`config.mk`:
```
export PLATFORM = sky130hd
export DESIGN_NAME = bus_arbiter
export DESIGN_NICKNAME = d
export VERILOG_FILES = /design/src/rtl/bus_arb_pkg.sv /design/src/rtl/split_tracker.sv /design/src/rtl/bus_arbiter.sv
export SDC_FILE = /design/constraint.sdc
export NUM_CORES = 1
export LEC_CHECK = 0
export ABC_CLOCK_PERIOD_IN_PS = 1500
export BUFFER_PORTS_ARGS = -buffer_cell sky130_fd_sc_hd__buf_4
export CELL_PAD_IN_SITES_DETAIL_PLACEMENT = 1
export CELL_PAD_IN_SITES_GLOBAL_PLACEMENT = 1
export CORE_MARGIN = 5
export CORE_UTILIZATION = 38
export DETAILED_ROUTE_END_ITERATION = 8
export PLACE_DENSITY_LB_ADDON = 0.1
export SLEW_MARGIN = 10
export SYNTH_ARGS = -nofsm -noshare
export SYNTH_HDL_FRONTEND = slang
export SYNTH_SLANG_ARGS = --single-unit
```
`constraint.sdc`:
```
create_clock -name clk -period 1.5 [get_ports clk]
set_input_delay 0.15 -clock clk [delete_from_list [all_inputs] [get_ports clk]]
set_output_delay 0.15 -clock clk [all_outputs]
set_load 0.01 [all_outputs]
```
`src/rtl/bus_arb_pkg.sv`:
```
// Shared encodings for the two-master bus arbiter: FSM states and master ids.
package bus_arb_pkg;

  typedef enum logic [1:0] {
    IDLE = 2'b00,
    M1   = 2'b01,
    M2   = 2'b10
  } arb_state_t;

  localparam logic MST1 = 1'b0;
  localparam logic MST2 = 1'b1;

  function automatic arb_state_t owner_state(input logic id);
    return (id == MST2) ? M2 : M1;
  endfunction

endpackage

```
`src/rtl/split_tracker.sv`:
```
// Holds the single outstanding split: owner, parked flags and the abandon timer.
module split_tracker
  import bus_arb_pkg::*;
#(
  parameter int SPLIT_TIMEOUT = 255,
  parameter int TIMEOUT_WIDTH = 8
) (
  input  logic clk,
  input  logic rst,
  input  logic split_set,
  input  logic split_id,
  input  logic resume,
  input  logic sresume,
  output logic split_pending,
  output logic split_owner,
  output logic msplit1,
  output logic msplit2,
  output logic split_timeout
);

  localparam logic [TIMEOUT_WIDTH-1:0] LAST_COUNT = TIMEOUT_WIDTH'(SPLIT_TIMEOUT - 1);

  logic [TIMEOUT_WIDTH-1:0] count;

  // A pending sresume freezes the timer, so resume always beats an expiring split.
  always_ff @(posedge clk or posedge rst) begin
    if (rst) begin
      split_pending <= 1'b0;
      split_owner   <= MST1;
      msplit1       <= 1'b0;
      msplit2       <= 1'b0;
      split_timeout <= 1'b0;
      count         <= '0;
    end else begin
      split_timeout <= 1'b0;
      if (resume) begin
        split_pending <= 1'b0;
        msplit1       <= 1'b0;
        msplit2       <= 1'b0;
        count         <= '0;
      end else if (split_set) begin
        split_pending <= 1'b1;
        split_owner   <= split_id;
        msplit1       <= (split_id == MST1);
        msplit2       <= (split_id == MST2);
        count         <= '0;
      end else if (split_pending && !sresume) begin
        if (count == LAST_COUNT) begin
          split_pending <= 1'b0;
          msplit1       <= 1'b0;
          msplit2       <= 1'b0;
          split_timeout <= 1'b1;
          count         <= '0;
        end else begin
          count <= count + 1'b1;
        end
      end
    end
  end

endmodule

```
`src/rtl/bus_arbiter.sv`:
```
// Two-master bus arbiter with one outstanding split transaction.
// Optional round-robin arbitration in IDLE: define ARB_ROUND_ROBIN_EN.
module bus_arbiter
  import bus_arb_pkg::*;
#(
  parameter int SPLIT_TIMEOUT = 255,
  parameter int TIMEOUT_WIDTH = 8
) (
  input  logic clk,
  input  logic rst,
  input  logic breq1,
  input  logic breq2,
  input  logic ssplit,
  input  logic sresume,
  output logic bgrant1,
  output logic bgrant2,
  output logic msel,
  output logic msplit1,
  output logic msplit2,
  output logic split_grant,
  output logic split_timeout
);

  arb_state_t state;
  logic split_pending;
  logic split_owner;
  logic resume;
  logic split_set;
  logic split_id;
  logic cur_req;
  logic elig1;
  logic elig2;
  logic grant_any;
  logic grant_id;
`ifdef ARB_ROUND_ROBIN_EN
  logic last_owner;
`endif

  assign elig1     = breq1 & ~msplit1;
  assign elig2     = breq2 & ~msplit2;
  assign resume    = (state == IDLE) & split_pending & sresume;
  assign split_set = (state != IDLE) & ssplit & ~split_pending;
  assign split_id  = (state == M2) ? MST2 : MST1;
  assign cur_req   = (state == M2) ? breq2 : breq1;

  always_comb begin
    grant_any = 1'b0;
    grant_id  = MST1;
    if (resume) begin
      grant_any = 1'b1;
      grant_id  = split_owner;
    end else if (elig1 && elig2) begin
      grant_any = 1'b1;
`ifdef ARB_ROUND_ROBIN_EN
      grant_id  = (last_owner == MST1) ? MST2 : MST1;
`else
      grant_id  = MST1;
`endif
    end else if (elig1) begin
      grant_any = 1'b1;
      grant_id  = MST1;
    end else if (elig2) begin
      grant_any = 1'b1;
      grant_id  = MST2;
    end
  end

  // Grants are only issued from IDLE, which enforces the turnaround cycle.
  always_ff @(posedge clk or posedge rst) begin
    if (rst) begin
      state       <= IDLE;
      bgrant1     <= 1'b0;
      bgrant2     <= 1'b0;
      msel        <= 1'b0;
      split_grant <= 1'b0;
`ifdef ARB_ROUND_ROBIN_EN
      last_owner  <= MST2;
`endif
    end else begin
      split_grant <= 1'b0;
      case (state)
        IDLE: begin
          if (grant_any) begin
            state       <= owner_state(grant_id);
            bgrant1     <= (grant_id == MST1);
            bgrant2     <= (grant_id == MST2);
            msel        <= grant_id;
            split_grant <= resume;
`ifdef ARB_ROUND_ROBIN_EN
            last_owner  <= grant_id;
`endif
          end
        end
        M1, M2: begin
          if (split_set || !cur_req) begin
            state   <= IDLE;
            bgrant1 <= 1'b0;
            bgrant2 <= 1'b0;
          end
        end
        default: begin
          state   <= IDLE;
          bgrant1 <= 1'b0;
          bgrant2 <= 1'b0;
        end
      endcase
    end
  end

  split_tracker #(
    .SPLIT_TIMEOUT(SPLIT_TIMEOUT),
    .TIMEOUT_WIDTH(TIMEOUT_WIDTH)
  ) u_split_tracker (
    .clk          (clk),
    .rst          (rst),
    .split_set    (split_set),
    .split_id     (split_id),
    .resume       (resume),
    .sresume      (sresume),
    .split_pending(split_pending),
    .split_owner  (split_owner),
    .msplit1      (msplit1),
    .msplit2      (msplit2),
    .split_timeout(split_timeout)
  );

endmodule

```
* Yosys cells after proc, flatten, opt, wreduce, memory -nomap -nowiden
Cells that the tools add are included.
Cells by class: add/subtract/negate cells 1, equal/unequal tests 5, muxes and demuxes 36, bitwise logic cells 12, reductions and logical operators 14
Operators by type and width (number):
- two-way mux 8 bit | 4
- two-way mux 1 bit | 26
- adder 8 x 1 -> 8 bit (second input constant) | 1
- == test 8 bit (second input constant) | 1
- AND reduction 2 bit | 4
- bitwise AND 1 bit | 6
- two-way mux 2 bit | 3
- NOT 1 bit | 6
- nonzero test 3 bit | 2
- != test 2 bit (second input constant) | 2
- case mux 1 bit (2 select lines) | 2
- case mux 2 bit (2 select lines) | 1
- == test 2 x 1 -> 1 bit (second input constant) | 1
- == test 2 bit (second input constant) | 1
- logical AND 1 bit | 2
- logical NOT 1 bit | 2
- logical NOT 2 bit | 1
- nonzero test 2 bit | 1
- OR reduction 2 bit | 1
- logical OR 1 bit | 1
Word-level totals: register bits after elaboration 19, output and inout bits 7

* Longest topological paths before layout
Gate-level depths: netlist (run 1).
depth after elaboration 9, mapped depth 7

* Hierarchy
A second synthesis (run 1) with hierarchy kept.
Second synthesis, totals: cell total of the unflattened synthesis 93, area total of the unflattened synthesis 960.9 µm²
Modules (own cells, without submodules):
- split_tracker | times used 1, cells an instance 66, area each 696.9 µm²
- bus_arbiter | times used 1, cells an instance 27, area each 264.0 µm²

* Least setup slack after synthesis (run 1)
No wires, ideal clock.
path type register to register, start reg, netlist name bgrant2, end reg u_split_tracker.count[7], arrival time 1.619 ns, required time 1.423 ns, setup slack -0.197 ns, cell stages (with the launch flop) 7, buffers on the path 0, period minus slack after synthesis 1.697 ns, cells stage by stage dfrtp_1 -> inv_1 -> ha_1 -> and2b_2 -> o21ai_2 -> or4_1 -> a21oi_1
RTL lines:
- to (signal assigned) | RTL line split_tracker.sv:55 | count <= count + 1'b1;
- to (decl) | RTL line split_tracker.sv:23 | logic [TIMEOUT_WIDTH-1:0] count;

==> results.txt, run 1 <==
outcome = finished, violations left
failing checks = setup timing
Worst slew margin = 0.550
crit path from = bgrant2
WL per Instance = 18.1 um
Via density = 5.51
starting density of the core = 0.407
Int Pwr = 1450 uW
PortBufs = 12
Filler cells = 247
Sink Count = 17
CTS tree = yes
final max-slew violation count = 0
first-pass GRT wire length = 4320 um
fin cells = 156
Post-Syn Instances = 91
path depth of the worst reg2reg path = 6
Root Driver = clkbuf_4
Seq pwr share = 0.280
sequential area share after synthesis = 0.459
multi-input logic area = 571 sq um
drt pass-1 iters = 4
FF-to-FF End = u_split_tracker.count[7]
Worst Path Max Fanout = 4
count of state elements after synthesis = 17
worst setup margin = -158 ps
period utilization = 1.11
YS warnings = 0
Final Hold Viols = 0
max-cap violations = 0
number of global-route vias before repair = 940
Post-synth EDFFs = 0
maximum clock frequency = 603 MHz
leak pwr = 0.000644 uW
top cell type's share of synthesized area = 0.459
share of layout cells above drive strength 1 = 0.531
area grow syn2layout = 48.9%
Clock Skew = 0.588 ps
Routability Congestion = 0.774
DP HPWL = 1790 um
Critical-path top delay cell = or4_4
FF-to-FF setup slack = -160 ps
Synth area leader = dfrtp_1
most area-consuming cells after synthesis = dfrtp_1 46%, ha_1 5.4%, inv_1 4.1%
Setup-failing EPs final = 11
FF/Latch Area = 425 sq um
Worst-Margin Slew = 674 ps
Comb pwr share = 0.614
most frequent cell after synthesis = dfrtp_1
Clock Power Share = 0.106
Die X-Extent = 59.4 um
pwr dens = 1770 nW/um^2
reg2reg start = bgrant2
Die Ht = 59.4 um
Peak VDD IR = 1.19 mV
CP Launch Type = flop
Vias = 859
Critical Path Sink = u_split_tracker.count[7]
H-Tree Depth = 1
Post-synth top cells = 17 x dfrtp_1, 10 x inv_1, 6 x nor2_1
Worst EP required = 1730 ps
Yosys cell types = 35
drt drc = 0
NetSw = 993 uW
Max Buffers Root-to-Sink = 2
CTS clock-pin slew for the worst setup and hold paths = 100 ps
Top-Level Pins = 13
Worst Path Arrival = 1890 ps
TNS Setup = -941 ps
aggregate global-route resource usage = 0.163
placed cell count = 146
Mapped Avg Cell Area = 10.2 sq um
Hold Path Class = in -> reg
Tmin final = 1660 ps
Async S/R FF share, synth = 1.00
num rows = 17
critical path cell sequence = inv_2 -> ha_4 -> and2b_2 -> o21ai_4 -> or4_4 -> a21oi_2
Inserted Clock Buffers = 3
final WL = 2830 um
syn nets = 101
Nets = 139
crit-path max cell delay = 480 ps
area of the mapped netlist = 926 sq um
Clock Latency Late Sink = 300 ps
GRT overflow = 0
ANT nets after route = 0
DIE AREA = 3520 sq um
ys flop type = dfrtp_1
Worst Path Class, Setup = reg -> reg
unrepaired setup endpoints after global routing = true
hold path depth = 4
Core ar. = 2280 sq um
CP Capture Type = flop
Sw Share = 0.406
DRT iter0 DRCs = 13
largest net degree at the start of global routing = 18
antenna cells = 0
initial antenna violation count = 0
## critical path, delay by kind of cell, from the launching register on
family          cells  cell delay, ps
compound gates      2             210
flops               1             400
simple gates        2             740
buf+inv             1              70
fa+ha+maj           1             170
## worst min path at each step
stage	to	slack [ps]	startpoint
after floorplan	bgrant2	80	rst
after global placement	msel	280	rst
after detailed placement	split_grant	300	rst
after CTS	u_split_tracker.count[1]	220	sresume
after global routing	split_grant	250	sresume
final	split_grant	250	sresume
## sequential cells by signal, summed over array words and instances, names as in the netlist
register                       flops
bgrant2                            1
msel                               1
split_grant                        1
state                              1
u_split_tracker.count              8
u_split_tracker.msplit1            1
u_split_tracker.msplit2            1
u_split_tracker.split_owner        1
u_split_tracker.split_pending      1
u_split_tracker.split_timeout      1
## power by group through the flow
stage | clock [uW] | sequential, uW | combinational, uW
4_1_cts | 265 | 672 | 1270
5_1_grt | 297 | 705 | 1640
6_report | 260 | 685 | 1500
3_3_place_gp | 0 | 670 | 1080
3_5_place_dp | 0 | 681 | 1110
2_1_floorplan | 0 | 711 | 626
## per-stage QoR
step / total power, uW / worst slack [ps] / instance area [sq um] / hold slack, ps / util
finish: 2450 / -158 / 1380 / 247 / 0.606
global route: 2640 / -235 / 1380 / 250 / 0.606
CTS: 2200 / -146 / 1290 / 224 / 0.566
detailed placement: 1790 / -211 / 1180 / 296 / 0.517
global placement: 1750 / -83.5 / 1180 / 283 / 0.517
floorplan: 1340 / -112 / 945 / 76.1 / -
## cells in the final DEF (no fill, tap or decap), types with 2 or more instances in the layout
master / instances
a21oi_2: 2
and3_4: 3
buf_4: 32
buf_6: 3
clkbuf_4: 3
dfrtp_1: 17
ha_4: 2
inv_1: 8
inv_2: 2
nand2_1: 4
nand2b_1: 2
nor2_1: 5
o2111ai_2: 2
o211ai_1: 2
o22ai_1: 2
o22ai_2: 2
o31ai_1: 2
xor2_1: 4
## cell type report
cell class / instances / area share
clock buffer: 4 / 0.0191
sequential: 17 / 0.309
tap: 28 / 0.0254
timing repair buffer: 36 / 0.206
inverter: 10 / 0.0272
multi-input combinational: 61 / 0.414
## cell families after synthesis
group / synth area share
fa+ha+maj: 0.0541
xor+xnor: 0.0473
flops: 0.459
compound gates: 0.157
simple gates: 0.201
buf+inv: 0.0689
mux: 0.0122
## routing by layer
layer  up-vias  wire, um  track usage
met2        25      1470        0.279
met1       427      1160        0.203
met4         0        61       0.0583
li1        398         -            -
met5         -         0            0
met3         9       132       0.0305
## timing repair
item                       CTS  global route
setup endpoints to repair   15            15
hold endpoints to repair    17             0
buffers inserted             3             2
hold buffers                 1             0
pin swaps                    7            11
gates resized for setup     11            17
No activity file was read; power rests on OpenSTA's default activity.
==> run 2: changes to the inputs <==
--- a/config.mk
+++ b/config.mk
@@ -9,6 +9,7 @@
 export BUFFER_PORTS_ARGS = -buffer_cell sky130_fd_sc_hd__buf_4
 export CELL_PAD_IN_SITES_DETAIL_PLACEMENT = 1
 export CELL_PAD_IN_SITES_GLOBAL_PLACEMENT = 1
+export CORE_ASPECT_RATIO = 1.25
 export CORE_MARGIN = 5
 export CORE_UTILIZATION = 38
 export DETAILED_ROUTE_END_ITERATION = 8
==> run 2 against run 1 <==
The run still ends with setup timing left. Count of clock-buffer cells in the layout unchanged. Register-to-register slack about the same. Clock power shrank 2%. Flip-flop and latch count is the same. Via count fell by 1.7%. Sequential share of layout area rose by 1.5 points. Worst hold slack improved by 52 ps. Final cell count up 5.8%. Non-clock buffer count up 4. Maximum frequency down 0.33%. Core utilization shrank 5.2 points. Critical path type unchanged.
==> results.txt, run 2 (synthesis gave the netlist of run 1 again) <==
path depth of the worst reg2reg path = 8 (+2)
CP Capture Type = flop
final max-slew violation count = 0 (unchanged)
period utilization = 1.11 (+0.00371)
Hold Path Class = in -> reg
area grow syn2layout = 42.2%
pwr dens = 1730 nW/um^2 (-2.5%)
Critical-path top delay cell = dfrtp_1
Root Driver = clkbuf_4
antenna cells = 0 (unchanged)
Tmin final = 1660 ps (+5.56 ps)
fin cells = 165 (+5.8%)
unrepaired setup endpoints after global routing = true
PortBufs = 12 (unchanged)
Routability Congestion = 0.787 (+1.8%)
placed cell count = 151 (+3.4%)
Clock Skew = 7.36 ps (+6.77 ps)
worst setup margin = -164 ps (-5.56 ps)
Worst Path Arrival = 1860 ps (-30 ps)
starting density of the core = 0.389 (-0.0173)
outcome = finished, violations left
ANT nets after route = 0 (unchanged)
Sink Count = 17 (unchanged)
WL per Instance = 15.9 um (-12%)
Worst EP required = 1700 ps (-30 ps)
maximum clock frequency = 601 MHz (-0.33%)
Critical Path Sink = u_split_tracker.count[4]
critical path cell sequence = inv_2 -> ha_4 -> and2b_2 -> buf_6 -> buf_4 -> o2111ai_2 -> xor2_1 -> nor2_1
DIE AREA = 3530 sq um (+0.18%)
Vias = 844 (-1.7%)
first-pass GRT wire length = 4150 um (-3.8%)
Worst Path Class, Setup = reg -> reg
FF-to-FF setup slack = -160 ps (about the same)
number of global-route vias before repair = 924 (-1.7%)
Setup-failing EPs final = 14 (+3)
Worst slew margin = 0.555 (+0.00491)
Critical Path Stages = 8 (+2)
DRT iter0 DRCs = 8 (-5)
final WL = 2620 um (-7.4%)
H-Tree Depth = 1 (unchanged)
post-route cell area = 1320 sq um (-4.5%)
drt pass-1 iters = 4 (unchanged)
num rows = 20 (+3)
leak pwr = 0.000647 uW (+0.43%)
FF-to-FF End = u_split_tracker.count[4]
Inserted Clock Buffers = 3 (unchanged)
Final Hold Viols = 0 (unchanged)
Nets = 143 (+2.9%)
CTS tree = yes
Core ar. = 2380 sq um (+4.5%)
delay-heaviest family, CP = flip-flops
crit path from = bgrant2
Via density = 5.12 (-7.1%)
Biggest register = u_split_tracker.count
CP Launch Type = flop
Peak VDD IR = 0.783 mV (-34%)
aggregate global-route resource usage = 0.162 (-0.00150)
most frequent cells in the layout = 37 x buf_4, 17 x dfrtp_1, 8 x inv_1
drt drc = 0 (unchanged)
largest net degree at the start of global routing = 18 (unchanged)
failing checks = setup timing
Clock Latency Late Sink = 300 ps (about the same)
DP Area = 1180 sq um (+0.53%)
CTS clock-pin slew for the worst setup and hold paths = 100 ps (about the same)
crit-path max cell delay = 410 ps (-70 ps)
Die Ht = 65.2 um (+9.8%)
Worst Path Max Fanout = 6 (+2)
reg2reg start = bgrant2
Die X-Extent = 54.2 um (-8.8%)
max-cap violations = 0 (unchanged)
Top-Level Pins = 13 (unchanged)
Max Buffers Root-to-Sink = 2 (unchanged)
most common cell after layout, fill and taps aside = buf_4
Largest register FFs = 8 (unchanged)
critical path buffer and inverter count = 3 (+2)
share of layout cells above drive strength 1 = 0.447 (-0.0843)
initial antenna violation count = 0 (unchanged)
DP HPWL = 1780 um (-0.48%)
Worst-Margin Slew = 667 ps (-7.36 ps)
GRT overflow = 0 (unchanged)
-- run 2: changes by cell type in the layout (fill, tap and decap cells not counted), sizes merged --
cell and delta:
buf +4
-- run 2: metrics by stage --
| step | setup WS [ps] | hold WS (ps) | TNS [ps] | util | total power (uW) |
|---|---|---|---|---|---|
| after global placement | -84.1 | 280 | -549 | 0.498 | 1750 |
| final | -164 | 298 | -1070 | 0.554 | 2280 |
| after floorplan | -112 | 76.1 | -737 | - | 1340 |
| after global routing | -209 | 314 | -2080 | 0.554 | 2450 |
| after detailed placement | -152 | 287 | -1260 | 0.498 | 1800 |
| after CTS | -115 | 296 | -783 | 0.534 | 2150 |
-- run 2: worst reg2reg max path, stage by stage (launching register included) --
cell and delay (ps):
dfrtp_1 410, inv_2 90, ha_4 160, and2b_2 260
buf_6 120, buf_4 120, o2111ai_2 180, xor2_1 170
nor2_1 50
-- run 2: layout make-up --
cell class / count / area [sq um]
fillers: 273 / 1060
multi-input cells: 61 / 475
clock buffers: 4 / 26.3
flip-flops and latches: 17 / 425
repair buffers: 40 / 310
inverters: 10 / 37.5
well taps: 33 / 41.3
-- run 2: report_power, final --
part / total [uW] / switching [uW] / internal (uW)
Combinational: 1350 / 634 / 712
Sequential: 675 / 87.2 / 588
Clock: 256 / 152 / 104
-- run 2: repair_timing --
action,CTS,global route
setup endpoints to repair,15,15
pin swaps,2,5
endpoints found under the hold margin,17,0
hold buffers,1,0
gates resized for setup,5,3
buffers inserted,4,5
-- run 2: worst min path at each step --
stage | from | end | slack (ps) | cells past startpoint
2_1_floorplan | rst | bgrant2 | 80 | 1
3_3_place_gp | rst | u_split_tracker.count[4] | 280 | 2
3_5_place_dp | rst | u_split_tracker.count[4] | 290 | 2
4_1_cts | sresume | u_split_tracker.split_timeout | 300 | 4
5_1_grt | sresume | u_split_tracker.split_timeout | 310 | 4
6_report | sresume | u_split_tracker.split_timeout | 300 | 4
-- run 2: layer usage --
layer	global-route usage	vias to the layer above	part of all wire
met5	0	-	0
met4	0.0748	0	0.020
met3	0.0249	5	0.052
met2	0.302	16	0.57
met1	0.166	419	0.36
li1	-	404	-
